## config.mk

```make
export PLATFORM = sky130hd
export DESIGN_NAME = serial_sub_mux
export DESIGN_NICKNAME = d
export VERILOG_FILES = /design/src/rtl/serial_sub_mux.sv
export SDC_FILE = /design/constraint.sdc
export NUM_CORES = 1
export LEC_CHECK = 0
export CAP_MARGIN = 30
export CORE_MARGIN = 3
export CORE_UTILIZATION = 40
export CTS_BUF_LIST = sky130_fd_sc_hd__clkbuf_8
export CTS_CLUSTER_DIAMETER = 30
export DETAILED_ROUTE_END_ITERATION = 8
export PLACE_DENSITY_LB_ADDON = 0.12
export SLEW_MARGIN = 20
export SYNTH_ARGS = -nofsm -noshare
export SYNTH_HDL_FRONTEND = slang
export SYNTH_SLANG_ARGS = --single-unit
```

## constraint.sdc

```tcl
create_clock -name clk -period 1.4 [get_ports clk]
set_input_delay 0.28 -clock clk [delete_from_list [all_inputs] [get_ports clk]]
set_output_delay 0.28 -clock clk [all_outputs]
set_load 0.1 [all_outputs]
```

## src/rtl/serial_sub_mux.sv

```systemverilog
// Bit-serial a - b - bin, LSB first, one full-subtractor slice per clock via 4:1 mux selection.
// Define SERIAL_SUB_OVF_EN to add a registered signed-overflow output (ovf).
module serial_sub_mux #(
  parameter int unsigned WIDTH = 8
) (
  input  logic             clk,
  input  logic             rst,
  input  logic             start,
  input  logic [WIDTH-1:0] a,
  input  logic [WIDTH-1:0] b,
  input  logic             bin,
  output logic             busy,
  output logic             done,
  output logic [WIDTH-1:0] diff,
  output logic             bout
`ifdef SERIAL_SUB_OVF_EN
  ,
  output logic             ovf
`endif
);

  localparam int unsigned CNT_W = (WIDTH > 1) ? $clog2(WIDTH) : 1;
  localparam logic [CNT_W-1:0] LAST = CNT_W'(WIDTH - 1);

  localparam logic [1:0] IDLE  = 2'd0;
  localparam logic [1:0] SHIFT = 2'd1;
  localparam logic [1:0] DONE  = 2'd2;

  logic [1:0]       state;
  logic [WIDTH-1:0] sa;
  logic [WIDTH-1:0] sb;
  logic             br;
  logic [CNT_W-1:0] cnt;
  logic             d;
  logic             nb;

  // Running borrow is the mux data input; operand bits select the slice outputs.
  always_comb begin
    d  = br;
    nb = br;
    case ({sa[0], sb[0]})
      2'b00: begin d = br;  nb = br;   end
      2'b01: begin d = ~br; nb = 1'b1; end
      2'b10: begin d = ~br; nb = 1'b0; end
      default: begin d = br; nb = br;  end
    endcase
  end

  assign busy = (state == SHIFT);
  assign done = (state == DONE);

  always_ff @(posedge clk) begin
    if (rst) begin
      state <= IDLE;
      sa    <= '0;
      sb    <= '0;
      br    <= 1'b0;
      cnt   <= '0;
      diff  <= '0;
      bout  <= 1'b0;
`ifdef SERIAL_SUB_OVF_EN
      ovf   <= 1'b0;
`endif
    end else begin
      case (state)
        IDLE: begin
          if (start) begin
            sa    <= a;
            sb    <= b;
            br    <= bin;
            cnt   <= '0;
            state <= SHIFT;
          end
        end
        SHIFT: begin
          diff <= {d, diff[WIDTH-1:1]};
          sa   <= sa >> 1;
          sb   <= sb >> 1;
          br   <= nb;
          cnt  <= cnt + 1'b1;
          if (cnt == LAST) begin
            state <= DONE;
            bout  <= nb;
`ifdef SERIAL_SUB_OVF_EN
            // Borrow into vs. out of the MSB slice differ exactly on signed overflow.
            ovf   <= br ^ nb;
`endif
          end
        end
        DONE:    state <= IDLE;
        default: state <= IDLE;
      endcase
    end
  end

endmodule

```

==> impl_metrics.json <==
{
  "outcome": "finished, final reports clean",
  "syn_area_per_cell_um2": 9.47,
  "fin_nets": 195,
  "fillers": 295,
  "critPathLaunch": "state[1]",
  "io_pins": 31,
  "dp.cells": 208,
  "core_um2": 3100,
  "dp_hpwl_mm": 1.74,
  "cellLeakagePower_nw": 0.732,
  "hold_viol_final": 0,
  "critPathKind": "reg2out",
  "min_path_type": "reg2reg",
  "yosys_warnings": 0,
  "clkTransAtPathRegs_ns": 0.06,
  "gp_congestion": 0.682,
  "slew_violations": 0,
  "vias": 1066,
  "cts_tree": "done",
  "fin_crit_sh_pct": 95.0,
  "reg2reg_from": "state[0]",
  "power_density_nw_per_um2": 1080,
  "r2r_slack_ns": 0.16,
  "cpPeakStageDelay_ns": 0.41,
  "cp_cell_sequence": "nor2b_4 -> buf_12",
  "vias_per_cell": 4.91,
  "hold_start": "sa[7]",
  "ctsHoldBuffers": 0,
  "die_y_um": 63.6,
  "cp_top_family": "flip-flops",
  "setup_slack_ns": 0.0693,
  "critPathMaxFanout": 10,
  "die-area_um2": 4040,
  "rsz0062_at_grt": "no",
  "switching_share_pct": 24.7,
  "grt.total_usage_pct": 13.5,
  "ys_seq_area_share_pct": 46.8,
  "grt_pass1_wl_mm": 4.35,
  "htreeDepth": 2,
  "fin_cells": 217,
  "die_w_um": 63.6,
  "power_frac_comb_pct": 16.4,
  "insertion_delay_ns": 0.28,
  "synth_common_cells": "dfxtp_1 (31), nor2_1 (21), a211oi_1 (16), mux2i_1 (16), nand2_1 (15)",
  "synth_top_area_cell": "dfxtp_1",
  "met2_usage_pct": 22.3,
  "synthFlopType": "dfxtp_1",
  "yosysMostFrequentCell": "dfxtp_1",
  "ys_types": 25,
  "setup_viol": 0,
  "postLayoutCellArea_um2": 1910,
  "synthToLayoutAreaGrowth_pct": 43.7,
  "setup.worst_path.end_class": "output port",
  "grt_pass1_vias": 1036,
  "drtAntennaViolNets": 0,
  "drive_above_1_share_pct": 17.9,
  "antenna_found_initial": 0,
  "holdWs_ns": 0.485,
  "ir_worst_vdd_v": 0.000647,
  "worst_pin_slew_ns": 0.298,
  "worstPathArrival_ns": 1.05,
  "synth_top_area_share_pct": 46.8,
  "cp_num_buf_inv": 1,
  "gr-usage-met3_pct": 4.63,
  "min_period_ns": 1.33,
  "slowest_stage": "dfxtp_2",
  "required_ns": 1.12,
  "cts_sinks": 31,
  "firstDrtPassIters": 4,
  "initial_core_util_pct": 42.7,
  "initialDrtViolationCount": 29,
  "post-place-ws_ns": -0.0750,
  "fmax_ghz": 0.752,
  "synth-async-reset-ratio_pct": 0,
  "root_buffer": "clkbuf_8",
  "cts_buffers": 5,
  "skew_ns": 0.00575,
  "cap_violations": 0,
  "synth_area_leaders": "dfxtp_1 (47%), mux2i_1 (12%), a211oi_1 (9.1%), nor2_1 (5.9%), nand2_1 (4.2%)",
  "routed_wl_mm": 2.44,
  "clkPwrFrac_pct": 36.3,
  "wire_per_inst_um": 11.2,
  "startpoint_type": "flip-flop",
  "syn-cell-area_um2": 1330,
  "grt_start_max_net_pins": 32,
  "p_int_mw": 1.54,
  "synth-seq-cells": 31,
  "drc_errors": 0,
  "cts_max_path_buffers": 2,
  "syn_nets": 163,
  "row_count": 20,
  "syn_inst": 140,
  "place_area_um2": 1790,
  "timing.setup.tns_ns": 0,
  "grt_util_met1_pct": 16.0,
  "diodes": 0,
  "grt-busiest-layer": "met2",
  "p_switching_uw": 506,
  "synth_edf_count": 0,
  "grt_overflow_total": 0,
  "port_buffers": 30,
  "slew_headroom_pct": 80.2,
  "sequentialPowerShare_pct": 47.4
}
-- kinds of logic after synthesis --
group	after synthesis	share of synthesized area (%)
AND/OR/NAND/NOR	43	14.2
flip-flops	31	46.8
multiplexers	16	12.1
buffers and inverters	14	6.60
AO/OA/AOI/OAI	33	17.0
adder cells (fa/ha/maj)	3	3.40
-- state kept, by name, indices dropped and copies added (netlist names) --
signal  count
state       2
sb          8
cnt         3
sa          8
br          1
diff        8
bout        1
-- what timing repair did --
action / CTS / global route
gates resized for setup: 2 / 1
endpoints found under the setup margin: 2 / 1
buffers inserted: 1 / 0
-- cell usage in the layout, fill, tap and decap left out --
cell	synthesis	routed
a211oi_1	16	16
a211oi_2	1	1
a21oi_1	10	10
a22oi_1	2	2
buf_12	0	13
buf_4	4	4
clkbuf_8	0	7
clkdlybuf4s50_1	0	19
dfxtp_1	31	29
dfxtp_2	0	2
fa_1	1	1
ha_1	2	2
inv_1	2	3
inv_4	1	1
mux2i_1	16	16
nand2_1	15	15
nand2b_4	0	1
nand3_1	1	1
nand3b_1	1	1
nand4bb_1	2	2
nor2_1	21	21
nor2b_4	0	1
nor3_1	1	1
o21ai_0	2	2
o21ba_2	1	1
o21bai_1	1	1
-- stage by stage --
stage / util, % / total power [mW]
4_1_cts: 61.2 / 2.07
5_1_grt: 61.4 / 2.15
6_report: 61.4 / 2.05
3_5_place_dp: 57.6 / 1.32
3_3_place_gp: 57.6 / 1.31
2_1_floorplan: - / 1.20
-- routing by layer --
layer / wire [um] / vias to the layer above
li1: - / 555
met1: 1080 / 482
met2: 1160 / 25
met3: 159 / 4
met4: 31 / 0
met5: 0 / -
-- power by group through the flow --
stage | clock, mW | sequential [mW] | combinational, mW
6_report | 0.743 | 0.970 | 0.335
5_1_grt | 0.799 | 0.977 | 0.369
4_1_cts | 0.761 | 0.970 | 0.340
3_5_place_dp | 0 | 0.989 | 0.335
3_3_place_gp | 0 | 0.986 | 0.328
2_1_floorplan | 0 | 1.01 | 0.192
-- path summary, 6_finish.rpt --
kind | endpoint | cells past startpoint
setup / recovery | done | 2
hold / removal | sa[7] | 2
setup reg to reg | sb[0] | 3
hold reg to reg | sa[7] | 2
-- cell type report --
cell class                      count  area, um2  share of cell area [%]
Clock buffer                        7       96.3                    5.06
Inverter                            3       13.8                   0.722
Tap cell                           44       55.1                    2.89
Timing Repair Buffer               36        480                    25.2
Clock inverter                      1       3.75                   0.197
Sequential cell                    31        623                    32.7
Multi-Input combinational cell     95        633                    33.2
-- worst reg2reg max path, delay by kind of cell (launching register included) --
kind / cells / cell delay [ns]
mux: 1 / 0.15
compound gates: 1 / 0.25
buf+inv: 1 / 0.33
flops: 1 / 0.41
(Power assumes the default switching activity.)
